`src/rtl/qeciphy_tx_controller.sv`:
```
// Link-level TX bring-up controller: IDLE -> WAIT_LOCK -> TRAIN -> READY, with sticky FAULT.
// Optional TRAIN watchdog enabled by defining QECIPHY_TX_TRAIN_TIMEOUT_EN.
module qeciphy_tx_controller #(
  parameter int unsigned TRAIN_MIN_CYCLES     = 64,
  parameter int unsigned TRAIN_TIMEOUT_CYCLES = 65536
) (
  input  logic       clk_i,
  input  logic       rst_n_i,
  input  logic       enable_i,
  input  logic       tx_locked_i,
  input  logic       rx_rdy_i,
  input  logic       remote_rx_rdy_i,
  input  logic       fifo_ovf_i,
  input  logic       fifo_udf_i,
  output logic       tx_enable_o,
  output logic [1:0] tx_mode_o,
  output logic       tx_rdy_o,
  output logic       tx_fault_fatal_o,
  output logic [3:0] tx_error_code_o
);

  localparam logic [3:0] NO_ERROR            = 4'h0;
  localparam logic [3:0] TX_OVF_ERROR        = 4'h1;
  localparam logic [3:0] TX_UDF_ERROR        = 4'h2;
  localparam logic [3:0] TRAIN_TIMEOUT_ERROR = 4'h3;

  localparam logic [1:0] MODE_IDLE  = 2'b00;
  localparam logic [1:0] MODE_TRAIN = 2'b01;
  localparam logic [1:0] MODE_DATA  = 2'b10;

  localparam int unsigned   TC_W   = $clog2(TRAIN_MIN_CYCLES + 1);
  localparam logic [TC_W-1:0] TC_MAX = TC_W'(TRAIN_MIN_CYCLES);

  if (TRAIN_MIN_CYCLES < 1 || TRAIN_TIMEOUT_CYCLES < 2) begin : g_param_chk
    $error("qeciphy_tx_controller: TRAIN_MIN_CYCLES must be >=1 and TRAIN_TIMEOUT_CYCLES >=2");
  end

  typedef enum logic [2:0] {
    S_IDLE, S_WAIT_LOCK, S_TRAIN, S_READY, S_FAULT
  } state_t;

  state_t          state, state_nxt;
  logic [TC_W-1:0] train_cnt, train_cnt_nxt, train_inc;
  logic [3:0]      err_nxt;
  logic            go_ready, to_hit;

`ifdef QECIPHY_TX_TRAIN_TIMEOUT_EN
  localparam int unsigned TO_W = $clog2(TRAIN_TIMEOUT_CYCLES);
  logic [TO_W-1:0] to_cnt;

  assign to_hit = (to_cnt == TO_W'(TRAIN_TIMEOUT_CYCLES - 1));

  // Counts only cycles spent in bring-up; READY and IDLE restart the watchdog.
  always_ff @(posedge clk_i or negedge rst_n_i) begin
    if (!rst_n_i)                                      to_cnt <= '0;
    else if (state_nxt == S_IDLE || state_nxt == S_READY) to_cnt <= '0;
    else if (state == S_WAIT_LOCK || state == S_TRAIN)   to_cnt <= to_cnt + 1'b1;
  end
`else
  assign to_hit = 1'b0;
`endif

  // train_inc is the count including the current TRAIN cycle, so READY follows
  // exactly TRAIN_MIN_CYCLES cycles of training.
  always_comb begin
    train_inc = (train_cnt == TC_MAX) ? train_cnt : train_cnt + 1'b1;
    go_ready  = (train_inc == TC_MAX) && rx_rdy_i && remote_rx_rdy_i && tx_locked_i;
  end

  always_comb begin
    state_nxt     = state;
    train_cnt_nxt = train_cnt;
    err_nxt       = tx_error_code_o;
    if (!enable_i) begin
      state_nxt     = S_IDLE;
      train_cnt_nxt = '0;
      err_nxt       = NO_ERROR;
    end else begin
      case (state)
        S_IDLE: state_nxt = S_WAIT_LOCK;
        S_WAIT_LOCK: begin
          if (to_hit) begin
            state_nxt = S_FAULT;
            err_nxt   = TRAIN_TIMEOUT_ERROR;
          end else if (tx_locked_i) begin
            state_nxt     = S_TRAIN;
            train_cnt_nxt = '0;
          end
        end
        S_TRAIN: begin
          train_cnt_nxt = train_inc;
          if (go_ready) begin
            state_nxt = S_READY;
          end else if (to_hit) begin
            state_nxt = S_FAULT;
            err_nxt   = TRAIN_TIMEOUT_ERROR;
          end else if (!tx_locked_i) begin
            state_nxt = S_WAIT_LOCK;
          end
        end
        S_READY: begin
          // FIFO errors outrank lock loss; overflow outranks underflow.
          if (fifo_ovf_i) begin
            state_nxt = S_FAULT;
            err_nxt   = TX_OVF_ERROR;
          end else if (fifo_udf_i) begin
            state_nxt = S_FAULT;
            err_nxt   = TX_UDF_ERROR;
          end else if (!tx_locked_i) begin
            state_nxt = S_WAIT_LOCK;
          end else if (!remote_rx_rdy_i || !rx_rdy_i) begin
            state_nxt     = S_TRAIN;
            train_cnt_nxt = '0;
          end
        end
        S_FAULT: state_nxt = S_FAULT;
        default: begin
          state_nxt     = S_IDLE;
          train_cnt_nxt = '0;
          err_nxt       = NO_ERROR;
        end
      endcase
    end
  end

  // Outputs are decoded from the next state so they change with the state register.
  always_ff @(posedge clk_i or negedge rst_n_i) begin
    if (!rst_n_i) begin
      state            <= S_IDLE;
      train_cnt        <= '0;
      tx_enable_o      <= 1'b0;
      tx_mode_o        <= MODE_IDLE;
      tx_rdy_o         <= 1'b0;
      tx_fault_fatal_o <= 1'b0;
      tx_error_code_o  <= NO_ERROR;
    end else begin
      state            <= state_nxt;
      train_cnt        <= train_cnt_nxt;
      tx_enable_o      <= (state_nxt != S_IDLE);
      tx_mode_o        <= (state_nxt == S_TRAIN) ? MODE_TRAIN :
                          (state_nxt == S_READY) ? MODE_DATA  : MODE_IDLE;
      tx_rdy_o         <= (state_nxt == S_READY);
      tx_fault_fatal_o <= (state_nxt == S_FAULT);
      tx_error_code_o  <= err_nxt;
    end
  end

endmodule

```
`config.mk`:
```
export PLATFORM = sky130hd
export DESIGN_NAME = qeciphy_tx_controller
export DESIGN_NICKNAME = d
export VERILOG_FILES = /design/src/rtl/qeciphy_tx_controller.sv
export SDC_FILE = /design/constraint.sdc
export NUM_CORES = 1
export LEC_CHECK = 0
export ABC_AREA = 1
export CORE_ASPECT_RATIO = 0.5
export CORE_MARGIN = 4
export CORE_UTILIZATION = 30
export CTS_BUF_LIST = sky130_fd_sc_hd__clkbuf_16
export DETAILED_ROUTE_END_ITERATION = 8
export PLACE_DENSITY = 0.59
export RECOVER_POWER = 100
export SETUP_SLACK_MARGIN = 0.2
export SYNTH_ARGS = -nofsm -noshare
export SYNTH_HDL_FRONTEND = slang
export SYNTH_SLANG_ARGS = --single-unit
```
`constraint.sdc`:
```
create_clock -name clk_i -period 1.9 [get_ports clk_i]
set_input_delay 0.285 -clock clk_i [delete_from_list [all_inputs] [get_ports clk_i]]
set_output_delay 0.285 -clock clk_i [all_outputs]
set_load 0.005 [all_outputs]
```
* Word level (Yosys, flattened, before mapping)
Cells that the tools add are included.
** Cells by class
- Reduce and logical (&&, ||, !) cells :: 12
- Eq/ne operators :: 17
- Muxes and demuxes :: 23
- Add/sub/neg operators :: 1
** Operators with widths (number)
- $mux 7 :: 7
- $pmux 7 s4 :: 1
- $mux 3 :: 8
- $ne 3x3->1 const B :: 5
- $pmux 3 s5 :: 1
- $eq 7x7->1 const B :: 2
- $eq 3x2->1 const B :: 4
- $mux 4 :: 3
- $pmux 4 s2 :: 1
- $add 7x1->7 const B :: 1
- $eq 3x3->1 const B :: 2
- $reduce_and 6->1 :: 1
- $mux 2 :: 2
- $ne 2x2->1 const B :: 2
- $ne 4x4->1 const B :: 1
- $reduce_or 4->1 :: 1
- $eq 3x1->1 const B :: 1
- $logic_and 1x1->1 :: 3
- $logic_not 3->1 :: 1
- $reduce_bool 3->1 :: 1
- $logic_not 1->1 :: 2
- $reduce_and 2->1 :: 1
- $reduce_or 2->1 :: 1
- $logic_or 1x1->1 :: 1
** Word-level totals
- Output and inout bits :: 9
- Bits in registers :: 19
- Logic and storage cells :: 60
- Input port bits :: 8

* Depth between registers and ports, before layout
- Word-level depth :: 12
- Depth in mapped cells :: 13
- Mapped depth without buffers :: 13

* Worst setup path before layout
Ideal clock, no wire load.
- Kind :: reg-to-reg
- From :: reg train_cnt[0]
- To :: reg tx_mode_o[0]
- Setup time :: 0.127 ns
- Data required time :: 1.773 ns
- Period minus slack after synthesis :: 1.448 ns
- Cell stages (with the launch flop) :: 13
- Buffers on the path :: 0
- Data arrival time :: 1.321 ns
- Setup slack :: 0.452 ns
- Cells stage by stage :: dfrtp_1 -> inv_1 -> ha_1 -> inv_1 -> nand2_1 -> nor2_1 -> nand2_1 -> nor2_1 -> nand3_1 -> nand2_1 -> nand2_2 -> nand3_1 -> nor2_1
** On the way
- Longest elaborated chain between the ends :: 11
- Elaborated cells on any way between the ends :: 12
- Those cells by class :: add/sub: 1; eq/ne: 3; mux: 5; reduce/logical: 3
** RTL lines
- start, declared :: RTL line 43 : logic [TC_W-1:0] train_cnt, train_cnt_nxt, train_inc;
- start signal, assigned :: RTL line 138 : train_cnt <= train_cnt_nxt;
- $add 7x1->7 or $eq 7x7->1 (tied branches) :: RTL line 66 : train_inc = (train_cnt == TC_MAX) ? train_cnt : train_cnt + 1'b1;
- $mux 7 (*) :: RTL line 66
- $eq 7x7->1 (*) :: RTL line 67 : go_ready = (train_inc == TC_MAX) && rx_rdy_i && remote_rx_rdy_i && tx_locked_i;
- $logic_and 1x1->1 (*) (3 in a row) :: RTL line 67
- $mux 3 (*) :: RTL line 92 : if (go_ready) begin
- $pmux 3 s5 (*) :: RTL line 79 : case (state)
- $mux 3 (*) :: RTL line 74 : if (!enable_i) begin
- $eq 3x2->1 (*) :: RTL line 140 : tx_mode_o <= (state_nxt == S_TRAIN) ? MODE_TRAIN :
- $mux 2 (*) :: RTL line 140
- end signal, assigned :: RTL line 140
- end, declared :: RTL line 16 : output logic [1:0] tx_mode_o,
Every way passes the cells marked *; elsewhere a longest branch is shown, timed or not.
A chain may end at the register's enable or synchronous reset.

* Worst setup path after layout
Ends and elaborated chain as after synthesis.

==> metrics.yaml <==
worst_skew_pair.late_latency_ps: 240
path_cells: "inv_1 > ha_4 > nand2_1 > inv_2 > nand3_2 > nand2_1 > nand2_1 > nor2_2 > nand3_1 > nand2_1 > nand2_2 > nand3_2 > nor2_1"
grt_pass1_wl_um: 3410
use_met1_pct: 11.5
cp_common_cell: "nand2_1"
htree_levels: 1
area_growth_pct: 29.6
outcome: "finished, final reports clean"
grt_usage_pct: 10.3
setup_viol: 0
placedCellCount: 176
worst_path_max_delay_cell: "dfrtp_1"
finalSetupTns_ps: 0
yosysSeqAreaShare_pct: 43.5
grtUsageMet3_pct: 3.56
die_w_um: 88.7
synth_flop_cell: "dfrtp_1"
ys_async_sr_fraction_pct: 100
maxClockFrequency_mhz: 610
dr.first_iter.drc_count: 21
total_leakage_power_nw: 0.594
worstPathMaxFanout: 4
portBuffers: 14
dp_hpwl_um: 1590
clock_path_buffers: 2
synth_area_leaders: "dfrtp_1 44%, nand2_1 8.5%, inv_1 7.7%"
vias_per_cell: 4.67
place_ws_ps: 257
peakVddDrop_v: 0.000405
nFillCells: 289
num_vias: 850
die_h_um: 48.4
critical_path_arrival_ps: 1760
synth_edf_count: 0
yosysTopAreaCellShare_pct: 43.5
wire_per_inst_um: 11.5
drt_pre_antenna_iters: 4
dieArea_um2: 4290
cts_root_buffer: "clkbuf_16"
cap_violations: 0
wirelength_um: 2090
ys_types: 26
clk_pin_slew_ps: 50
multi_input_area_um2: 467
boundaryPins: 17
cts_num_sinks: 17
ant_nets: 0
core_um2: 3070
reg2reg_slack_ps: 260
hp-class: "reg -> reg"
seqCellArea_um2: 425
fin_nets: 153
yosys-top-cells-count: "22 x nand2_1, 20 x inv_1, 17 x dfrtp_1"
maxSlewViolCount: 0
cp-start-kind: "flip-flop"
criticalPathCategory: "reg -> reg"
top_usage_layer: "met2"
grt_antenna_before_repair: 0
cp.required_ps: 2020
max-slew-margin-rel_pct: 38.9
critPathCaptureType: "flip-flop"
yosysTopAreaCell: "dfrtp_1"
powerDensity_nw_per_um2: 700
worst_pin_slew_ps: 917
globalRouteOverflowTotal: 0
yosysWarnings: 0
avgSynthCellArea_um2: 7.94
final.setup.worst_slack_ps: 259
final_layout_size_suffix_gt1_share_pct: 16.9
cts_tree: "yes"
gp_congestion: 0.825
yosys.cell_count.top_type: "nand2_1"
fin_crit_sh_pct: 86.3
fin_cells: 182
p_total_uw: 887
hold_viol_final: 0
holdBufCountCts: 0
rsz0062_at_grt: "no"
netlist_instances: 123
synth-seq-cells: 17
start_util_pct: 31.9
max_stage_delay_ps: 410
fp-row-count: 14
grt_pass1_vias: 775
skew_ps: 1.26
drc_errors: 0
grt_max_degree: 18
cts_buffers: 3
synth.cell_area_um2: 977
n_antenna_cell: 0
grtUsageMet2_pct: 18.0
fin_crit_ps: 1640
==> worst paths after layout <==
kind | start | end | depth (start not counted)
setup reg to reg | train_cnt[0] | tx_mode_o[0] | 13
min in group asynchronous | rst_n_i | train_cnt[2] | 2
hold / removal | tx_error_code_o[1] | tx_error_code_o[1] | 2
max in group asynchronous | rst_n_i | tx_error_code_o[1] | 2
hold reg to reg | tx_error_code_o[1] | tx_error_code_o[1] | 2
setup / recovery | train_cnt[0] | tx_mode_o[0] | 13
==> metrics by stage <==
stage | hold WS, ps | utilization [%] | cell area [um^2]
2_1_floorplan | -10.6 | - | 981
3_3_place_gp | 495 | 37.6 | 1150
3_5_place_dp | 478 | 37.6 | 1150
4_1_cts | 370 | 40.2 | 1230
5_1_grt | 497 | 41.3 | 1270
6_report | 478 | 41.3 | 1270
==> power breakdown <==
group	leakage [nW]	total, mW	internal, mW	switching (mW)
clock network	0.0423	0.407	0.279	0.128
logic	0.320	0.0975	0.0420	0.0555
registers	0.232	0.383	0.374	0.00916
total	0.594	0.887	0.694	0.192
==> sequential cells by signal (all words and copies together), names as in the netlist <==
register / cells
tx_error_code_o: 2
tx_enable_o: 1
train_cnt: 7
tx_rdy_o: 1
tx_fault_fatal_o: 1
tx_mode_o: 2
state: 3
==> logic make-up after synthesis <==
kind of cell | count (synthesis) | share of synthesized area (%)
simple gates | 48 | 22.2
compound gates | 26 | 17.2
buf+inv | 26 | 11.5
flops | 17 | 43.5
xor+xnor | 3 | 2.69
fa+ha+maj | 2 | 2.56
other cells | 1 | 0.384
==> final cells by class <==
type | count | area share (%)
timing repair buffer | 17 | 12.5
clock inverter | 1 | 0.296
clock buffer | 3 | 5.93
multi-input combinational | 81 | 36.9
tap | 40 | 3.95
inverter | 23 | 6.82
sequential | 17 | 33.6
==> layout by cell type, fill, tap and decap left out, types with 3 or more instances in the layout <==
master and n:
nand2_1 21, inv_1 19, dfrtp_1 17, nor2_1 10
dlygate4sd3_1 8, o22ai_1 6, clkdlybuf4s50_1 6, inv_2 5
nand3_1 5, o21ai_1 5, o21ai_0 5, a21oi_1 4
nor2_2 3, nand3_2 3, xor2_1 3, nand2_2 3
clkbuf_16 3
==> layer usage <==
layer	vias to the layer above	share of wire [%]
met5	-	0
met4	0	1.5
met3	2	3.7
met2	16	52
met1	397	43
li1	435	-
==> critical path: cells and delay by family, from the launching register on <==
kind	cells	cell delay, ps
flip-flops	1	410
AND/OR/NAND/NOR	10	740
buffers and inverters	2	220
adder cells (fa/ha/maj)	1	140
==> repair_timing <==
item	CTS	global route
gates resized for setup	0	11
setup buffers	0	2
endpoints found under the hold margin	0	0
endpoints found under the setup margin	0	4
(Power assumes the default switching activity.)
